**src/rtl/error_exc_ctrl_pkg.sv**
```systemverilog
// Shared types and constants for the CP0 error-level exception sequencer:
// FSM states, cause codes and the redirect vectors.
package error_exc_ctrl_pkg;

   typedef enum logic [2:0] {
      ST_IDLE     = 3'd0,
      ST_FLUSH    = 3'd1,
      ST_CAPTURE  = 3'd2,
      ST_REDIRECT = 3'd3,
      ST_ERL      = 3'd4
   } state_e;

   typedef enum logic [1:0] {
      CAUSE_NONE      = 2'd0,
      CAUSE_SOFT_RST  = 2'd1,
      CAUSE_NMI       = 2'd2,
      CAUSE_CACHE_ERR = 2'd3
   } cause_e;

   localparam logic [31:0] VEC_RESET         = 32'hBFC0_0000;
   localparam logic [31:0] VEC_CACHE_ERR_BEV = 32'hBFC0_0300;
   localparam logic [31:0] VEC_CACHE_ERR     = 32'hA000_0100;

   function automatic logic [31:0] vector_for(input cause_e c, input logic bev);
      if (c == CAUSE_CACHE_ERR) return bev ? VEC_CACHE_ERR_BEV : VEC_CACHE_ERR;
      return VEC_RESET;
   endfunction

endpackage

```
**src/rtl/error_exc_ctrl_req_arb.sv**
```systemverilog
// Sticky pending latches for the three error requests plus a fixed-priority
// select (soft reset > NMI > cache error); deq retires the selected cause.
module error_req_arb
   import error_exc_ctrl_pkg::*;
(
   input  logic   clk,
   input  logic   rst,
   input  logic   soft_rst_req,
   input  logic   nmi_req,
   input  logic   cache_err_req,
   input  logic   deq,
   output cause_e sel
);

   logic [2:0] req_vec;
   logic [2:0] avail;
   logic [2:0] clr;
   logic [2:0] pend_q, pend_d;

   // Incoming pulses are visible to the select in the same cycle, so an
   // idle sequencer reacts without waiting for the latch.
   always_comb begin
      // NOTE: every signal written here gets a default first so no latch is inferred.
      req_vec = {cache_err_req, nmi_req, soft_rst_req};
      avail   = pend_q | req_vec;
      sel     = CAUSE_NONE;
      clr     = 3'b000;
      if (avail[0]) begin
         sel = CAUSE_SOFT_RST;
         clr = 3'b001;
      end else if (avail[1]) begin
         sel = CAUSE_NMI;
         clr = 3'b010;
      end else if (avail[2]) begin
         sel = CAUSE_CACHE_ERR;
         clr = 3'b100;
      end
      if (!deq) clr = 3'b000;
      // A retired bit that was already latched stays set if a fresh pulse
      // of the same kind arrives in the dequeue cycle.
      for (int i = 0; i < 3; i++) begin
         pend_d[i] = clr[i] ? (pend_q[i] & req_vec[i]) : avail[i];
      end
   end

   always_ff @(posedge clk) begin
      // NOTE: sequential state uses non-blocking assignments only.
      if (rst) pend_q <= 3'b000;
      else     pend_q <= pend_d;
   end

endmodule

```
**src/rtl/error_exc_ctrl.sv**
```systemverilog
// CP0 error-level exception sequencer: flushes the pipeline, strobes the
// ErrorEPC capture, redirects to the error vector and owns Status.ERL.
module error_exc_ctrl
   import error_exc_ctrl_pkg::*;
(
   input  logic        clk,
   input  logic        rst,
   input  logic        soft_rst_req,
   input  logic        nmi_req,
   input  logic        cache_err_req,
   input  logic [31:0] pc_p,
   input  logic        bd_p,
   input  logic        valid_p,
   input  logic        bev,
   input  logic        eret,
   input  logic        flush_ack,
   output logic        flush_req,
   output logic        epc_r_h,
   output logic        epc_cache_err,
   output logic [31:0] epc_pc,
   output logic        epc_bd,
   output logic        erl,
   output logic        vec_valid,
   output logic [31:0] vec_addr,
   output logic [1:0]  cause,
   output logic        busy
);

   state_e      state_q, state_d;
   cause_e      sel_cause;
   cause_e      cause_lock_q, cause_lock_d;
   logic        deq;
   logic        capture;
   logic [31:0] pc_hold_q;
   logic        bd_hold_q;

   logic        flush_req_q, flush_req_d;
   logic        epc_r_h_q, epc_r_h_d;
   logic        epc_cache_err_q, epc_cache_err_d;
   logic [31:0] epc_pc_q, epc_pc_d;
   logic        epc_bd_q, epc_bd_d;
   logic        erl_q, erl_d;
   logic        vec_valid_q, vec_valid_d;
   logic [31:0] vec_addr_q, vec_addr_d;
   cause_e      cause_q, cause_d;

   error_req_arb u_arb (
      .clk           (clk),
      .rst           (rst),
      .soft_rst_req  (soft_rst_req),
      .nmi_req       (nmi_req),
      .cache_err_req (cache_err_req),
      .deq           (deq),
      .sel           (sel_cause)
   );

   always_ff @(posedge clk) begin
      if (rst) begin
         state_q      <= ST_IDLE;
         cause_lock_q <= CAUSE_NONE;
      end else begin
         state_q      <= state_d;
         cause_lock_q <= cause_lock_d;
      end
   end

   always_comb begin
      state_d      = state_q;
      cause_lock_d = cause_lock_q;
      deq          = 1'b0;
      case (state_q)
         ST_IDLE: if (sel_cause != CAUSE_NONE) begin
            state_d      = ST_FLUSH;
            cause_lock_d = sel_cause;
            deq          = 1'b1;
         end
         ST_FLUSH:    if (flush_ack) state_d = ST_CAPTURE;
         ST_CAPTURE:  state_d = ST_REDIRECT;
         ST_REDIRECT: state_d = ST_ERL;
         // Soft reset / NMI preempt ERL even alongside ERET; cache error waits.
         ST_ERL: if (sel_cause == CAUSE_SOFT_RST || sel_cause == CAUSE_NMI) begin
            state_d      = ST_FLUSH;
            cause_lock_d = sel_cause;
            deq          = 1'b1;
         end else if (eret) begin
            state_d = ST_IDLE;
         end
         default: state_d = ST_IDLE;
      endcase
   end

   always_comb begin
      capture         = (state_q == ST_FLUSH) && flush_ack;
      flush_req_d     = (state_d == ST_FLUSH);
      epc_r_h_d       = (state_d == ST_CAPTURE) && (cause_lock_q != CAUSE_CACHE_ERR);
      epc_cache_err_d = (state_d == ST_CAPTURE) && (cause_lock_q == CAUSE_CACHE_ERR);
      vec_valid_d     = (state_d == ST_REDIRECT);
      erl_d           = erl_q;
      if (state_q == ST_REDIRECT)                           erl_d = 1'b1;
      else if (state_q == ST_ERL && state_d == ST_IDLE)     erl_d = 1'b0;
      epc_pc_d   = epc_pc_q;
      epc_bd_d   = epc_bd_q;
      cause_d    = cause_q;
      vec_addr_d = vec_addr_q;
      if (capture) begin
         epc_pc_d   = valid_p ? pc_p : pc_hold_q;
         epc_bd_d   = valid_p ? bd_p : bd_hold_q;
         cause_d    = cause_lock_q;
         vec_addr_d = vector_for(cause_lock_q, bev);
      end
   end

   always_ff @(posedge clk) begin
      if (rst) begin
         pc_hold_q       <= 32'h0;
         bd_hold_q       <= 1'b0;
         flush_req_q     <= 1'b0;
         epc_r_h_q       <= 1'b0;
         epc_cache_err_q <= 1'b0;
         epc_pc_q        <= 32'h0;
         epc_bd_q        <= 1'b0;
         erl_q           <= 1'b0;
         vec_valid_q     <= 1'b0;
         vec_addr_q      <= 32'h0;
         cause_q         <= CAUSE_NONE;
      end else begin
         if (valid_p) begin
            pc_hold_q <= pc_p;
            bd_hold_q <= bd_p;
         end
         flush_req_q     <= flush_req_d;
         epc_r_h_q       <= epc_r_h_d;
         epc_cache_err_q <= epc_cache_err_d;
         epc_pc_q        <= epc_pc_d;
         epc_bd_q        <= epc_bd_d;
         erl_q           <= erl_d;
         vec_valid_q     <= vec_valid_d;
         vec_addr_q      <= vec_addr_d;
         cause_q         <= cause_d;
      end
   end

   assign flush_req     = flush_req_q;
   assign epc_r_h       = epc_r_h_q;
   assign epc_cache_err = epc_cache_err_q;
   assign epc_pc        = epc_pc_q;
   assign epc_bd        = epc_bd_q;
   assign erl           = erl_q;
   assign vec_valid     = vec_valid_q;
   assign vec_addr      = vec_addr_q;
   assign cause         = cause_q;
   assign busy          = (state_q != ST_IDLE);

endmodule

```
**config.mk**
```make
export PLATFORM = sky130hd
export DESIGN_NAME = error_exc_ctrl
export DESIGN_NICKNAME = d
export VERILOG_FILES = /design/src/rtl/error_exc_ctrl_pkg.sv /design/src/rtl/error_exc_ctrl_req_arb.sv /design/src/rtl/error_exc_ctrl.sv
export SDC_FILE = /design/constraint.sdc
export NUM_CORES = 1
export LEC_CHECK = 0
export CAP_MARGIN = 20
export CORE_MARGIN = 2
export CORE_UTILIZATION = 45
export DETAILED_ROUTE_END_ITERATION = 10
export GPL_TIMING_DRIVEN = 0
export PLACE_DENSITY_LB_ADDON = 0.15
export SKIP_LAST_GASP = 1
export SYNTH_ARGS = -nofsm -noshare
export SYNTH_HDL_FRONTEND = slang
export SYNTH_SLANG_ARGS = --single-unit
export TNS_END_PERCENT = 10
```
**constraint.sdc**
```tcl
create_clock -name clk -period 2.81 [get_ports clk]
set_input_delay 0.562 -clock clk [delete_from_list [all_inputs] [get_ports clk]]
set_output_delay 0.562 -clock clk [all_outputs]
set_load 0.02 [all_outputs]
```
==> results.md <==
- The flow ran to the end, and the final reports show no timing, DRC or antenna violations.
- The count of state elements after synthesis is 85.
- The launching element type of the critical path is a primary input.
- Entering global routing, the biggest net connects 16 pins.
- The count of final max-slew check failures is 0.
- The final non-filler cell total is 564.
- The most critical setup path has its startpoint at cache_err_req.
- The cell-internal power is 2.15 mW.
- After layout, the design draws a total of 2.99 mW.
- The endpoint of the worst setup timing path is cause_lock_q[0]$_SDFFE_PP0P_.
- The clock latency on the worst-skew pair is 360 ps.
- The DRC violation total after the first TritonRoute iteration is 37.
- The number of antenna violations at the first check in global routing was 0.
- The count of instances resized after the clock tree is built is 0.
- Across all hold checks on the routed design, the worst slack comes to 457 ps.
- The slowest stage of the critical path is the o41ai_1 cell.
- The number of sinks driven by the clock tree is 85.
- Summing every instance area after synthesis gives 3330 um^2.
- The leading cell type in the layout, fill and taps excluded is clkdlybuf4s50_1.
- The number of clock buffers added by TritonCTS is 9.
- The initial utilization of the core area, before any placement, comes to 46.1%.
- The worst setup path is of the primary input to flip-flop kind.
- Traced cell by cell, the critical path runs through clkdlybuf4s50_1 -> o41ai_1 -> ha_1 -> and2_1 -> o21ai_1 -> mux2_2 -> nor2_1.
- Headroom to the max-slew limit came out at 59.3%.
- The number of max-capacitance violations reported is 0.
- The area enclosed by the die boundary is 8100 um^2.
- Across all register-to-register paths, the minimum setup slack is 670 ps.
- After layout, the minimum clock period comes to 2490 ps.
- The switching power summed over all nets is 834 uW.
- The share of layout cells above drive strength 1 is 15.9%.
- The post-route clock period utilization is 88.8%.
- The Yosys warning count is 0.
- The clock passes through at most 2 buffers.
- The number of global-route vias before repair is 2601.
- At the pin with the least slew margin, the transition time is 610 ps.
- Setup repair after global routing left no endpoint under its margin.
- The count of cells along the worst register-to-register path is 6.
- The maximum net fanout on the critical path is 4.
- The total overflow reported by the global router is 0.
- Before antenna repair, the detailed router went through 4 iterations.
- From synthesis to final layout, the design area changed by 40.3%.
- 115 I/O pins were placed.
- Once detail routing completed, the nets flagged for antenna violations numbered 0.
- Using the TritonRoute via totals, the vias-per-cell ratio works out to 4.67.
- The count of unique library cells instantiated by Yosys is 35.
- Hold repair after CTS inserted 0 buffers.
- The fraction of power consumed by sequential logic is 45.3%.
- The placer congestion estimate is 0.715.
- Data on the critical path is required at its endpoint by 3100 ps.
- The static power due to leakage is 1.91 nW.
- The sum of net half-perimeters after detailed placement is 5.28 mm.
- The overall global routing resource usage is 18.9%.
- The startpoint identified for the worst register-to-register timing path is u_arb.pend_q[2]$_SDFF_PP0_.
- The part of the total power dissipated in combinational logic is 22.1%.
- Once placement completed, the tool counted placed cells totaling 548.
- The power per standard cell area is 639 nW/um^2.
- The register area share after synthesis is 51.1%.
- Dividing the synthesized area by the synthesized cell count gives 9.85 um^2.
- The die is 90.0 um tall.
- The path class of the tightest hold or removal check is flip-flop to flip-flop.
- The final layout contains routed wiring with a total length of 7.37 mm.
- The post-CTS setup buffer count is 0.
- In this run the horizontal extent of the chip is 90.0 um.
- The global-route wire length before repair is 12.3 mm.
- The proportion of total power due to net switching is 27.9%.
- For this run, design rule violations remaining after detail routing come to 0.
- The detailed-route via count is 2632.
- The delay of the slowest cell on the worst path is 490 ps.
- The clock tree skew after final layout is 10.5 ps.
- The startpoint of the lowest-slack hold path is cause[1]$_SDFFE_PP0P_.
- The final-report hold violation count is 0.
- The arrival time at the worst endpoint is 2790 ps.
- The number of H-tree levels is 3.
- The root buffer cell chosen for the clock tree is clkbuf_8.
- The worst-case IR drop observed on VDD is 0.420 mV.
- The worst setup path is captured at a flip-flop.
- 0 antenna diodes ended up in the layout.
- The top achievable clock speed is 401 MHz.
- Leaving out fill and tap cells, the most frequent cells in the layout are 91 x clkdlybuf4s50_1, 85 x dfxtp_1, 76 x nor2_1.
- In this run, the clock network consumes 32.6% of the power.
- Clock-pin slew was measured on the worst setup and hold paths at 90 ps.
- The floorplan has 31 rows.
- Setup violations remaining at the end of the flow were counted as 0.
- The worst register-to-register path ends at cause_lock_q[0]$_SDFFE_PP0P_.
- The number of I/O port buffers is 91.
- The region available for standard cell placement spans 7210 um^2.
- The cell count after synthesis came out at 338.
- The clock tree from TritonCTS is yes.
- The final net count is 503.
- Dividing the detail-routed wire length by the instance count gives 13.1 um.
- The fill cell instance count of the final layout is 636.
state kept, by name (all words and copies together), names as in the netlist, 2 cells and up:
name	cells
state_q	3
cause_lock_q	2
epc_pc	32
u_arb.pend_q	3
cause	2
pc_hold_q	32
vec_addr	4
cell type report:
| type | instances | area [um^2] | area share [%] |
|---|---|---|---|
| Clock inverter | 6 | 93.8 | 2.01 |
| Timing Repair Buffer | 91 | 911 | 19.5 |
| Sequential cell | 85 | 1700 | 36.4 |
| Multi-Input combinational cell | 218 | 1350 | 28.9 |
| Inverter | 4 | 15.0 | 0.321 |
| Buffer | 51 | 338 | 7.23 |
| Clock buffer | 10 | 138 | 2.95 |
| Tap cell | 99 | 124 | 2.65 |
worst min-delay path by stage:
stage / end / depth (start not counted)
floorplan: u_arb.pend_q[0]$_SDFF_PP0_ / 2
CTS: cause[1]$_SDFFE_PP0P_ / 2
finish: cause[1]$_SDFFE_PP0P_ / 2
global route: vec_addr[9]$_SDFFE_PP0P_ / 2
global placement: vec_addr[9]$_SDFFE_PP0P_ / 2
detailed placement: cause[1]$_SDFFE_PP0P_ / 2
critical path: cells and delay by family:
family                   cells  cell delay (ps)
AO/OA/AOI/OAI                2              800
adder cells (fa/ha/maj)      1              330
buffers and inverters        1              450
multiplexers                 1              380
AND/OR/NAND/NOR              2              260
power groups by stage:
stage / Clock, mW / Sequential [mW] / Combinational, mW
after detailed placement: 0 / 1.38 / 0.664
after global routing: 1.04 / 1.37 / 0.721
final: 0.973 / 1.35 / 0.660
after floorplan: 0 / 1.44 / 0.343
after global placement: 0 / 1.38 / 0.655
after CTS: 0.993 / 1.35 / 0.667
through the flow:
| step | setup TNS (ps) | utilization, % | worst slack, ps | instance area [um^2] |
|---|---|---|---|---|
| 2_1_floorplan | 0 | - | 630 | 3400 |
| 3_3_place_gp | -24.0 | 61.5 | -24.0 | 4440 |
| 3_5_place_dp | -26.7 | 61.5 | -26.7 | 4440 |
| 4_1_cts | 0 | 64.7 | 333 | 4670 |
| 5_1_grt | 0 | 64.7 | 156 | 4670 |
| 6_report | 0 | 64.7 | 315 | 4670 |
per-layer routing:
metal / part of all wire (%) / vias up / GRT usage, %
li1: - / 1340 / -
met1: 45 / 1203 / 23.2
met2: 48 / 78 / 31.4
met3: 5.9 / 11 / 5.03
met4: 2.0 / 0 / 8.08
met5: 0 / - / 0
kinds of logic (layout without fill, tap and decap cells):
kind of cell / Yosys count / in the layout / share of synthesized area (%)
adder cells (fa/ha/maj): 2 / 2 / 0.676
buffers and inverters: 55 / 162 / 10.6
AO/OA/AOI/OAI: 53 / 53 / 13.1
other: 1 / 21 / 0.113
flip-flops: 85 / 85 / 51.1
AND/OR/NAND/NOR: 106 / 106 / 13.5
multiplexers: 36 / 36 / 10.9
cells in the mapped netlist, drive strengths merged:
| library cell | number | area, um^2 |
|---|---|---|
| inv | 4 | 15.0 |
| a21oi | 8 | 40.0 |
| or2 | 1 | 6.26 |
| nor3 | 3 | 15.0 |
| buf | 42 | 304 |
| maj3 | 1 | 10.0 |
| and3b | 1 | 8.76 |
| and2b | 1 | 7.51 |
| nor2b | 3 | 18.8 |
| clkbuf | 9 | 33.8 |
| conb | 1 | 3.75 |
| o41ai | 1 | 8.76 |
| ha | 1 | 12.5 |
| and2 | 2 | 12.5 |
| o21ai | 3 | 15.0 |
| mux2i | 35 | 350 |
| o31a | 1 | 8.76 |
| a211oi | 37 | 333 |
| nand3 | 2 | 10.0 |
| nand4 | 1 | 6.26 |
| nor3b | 2 | 20.0 |
| a2111oi | 2 | 23.8 |
| or3 | 2 | 12.5 |
| dfxtp | 85 | 1700 |
| mux2 | 1 | 11.3 |
| nand2 | 11 | 41.3 |
| nor2 | 77 | 292 |
| o211ai | 1 | 7.51 |
(Power assumes the default switching activity.)
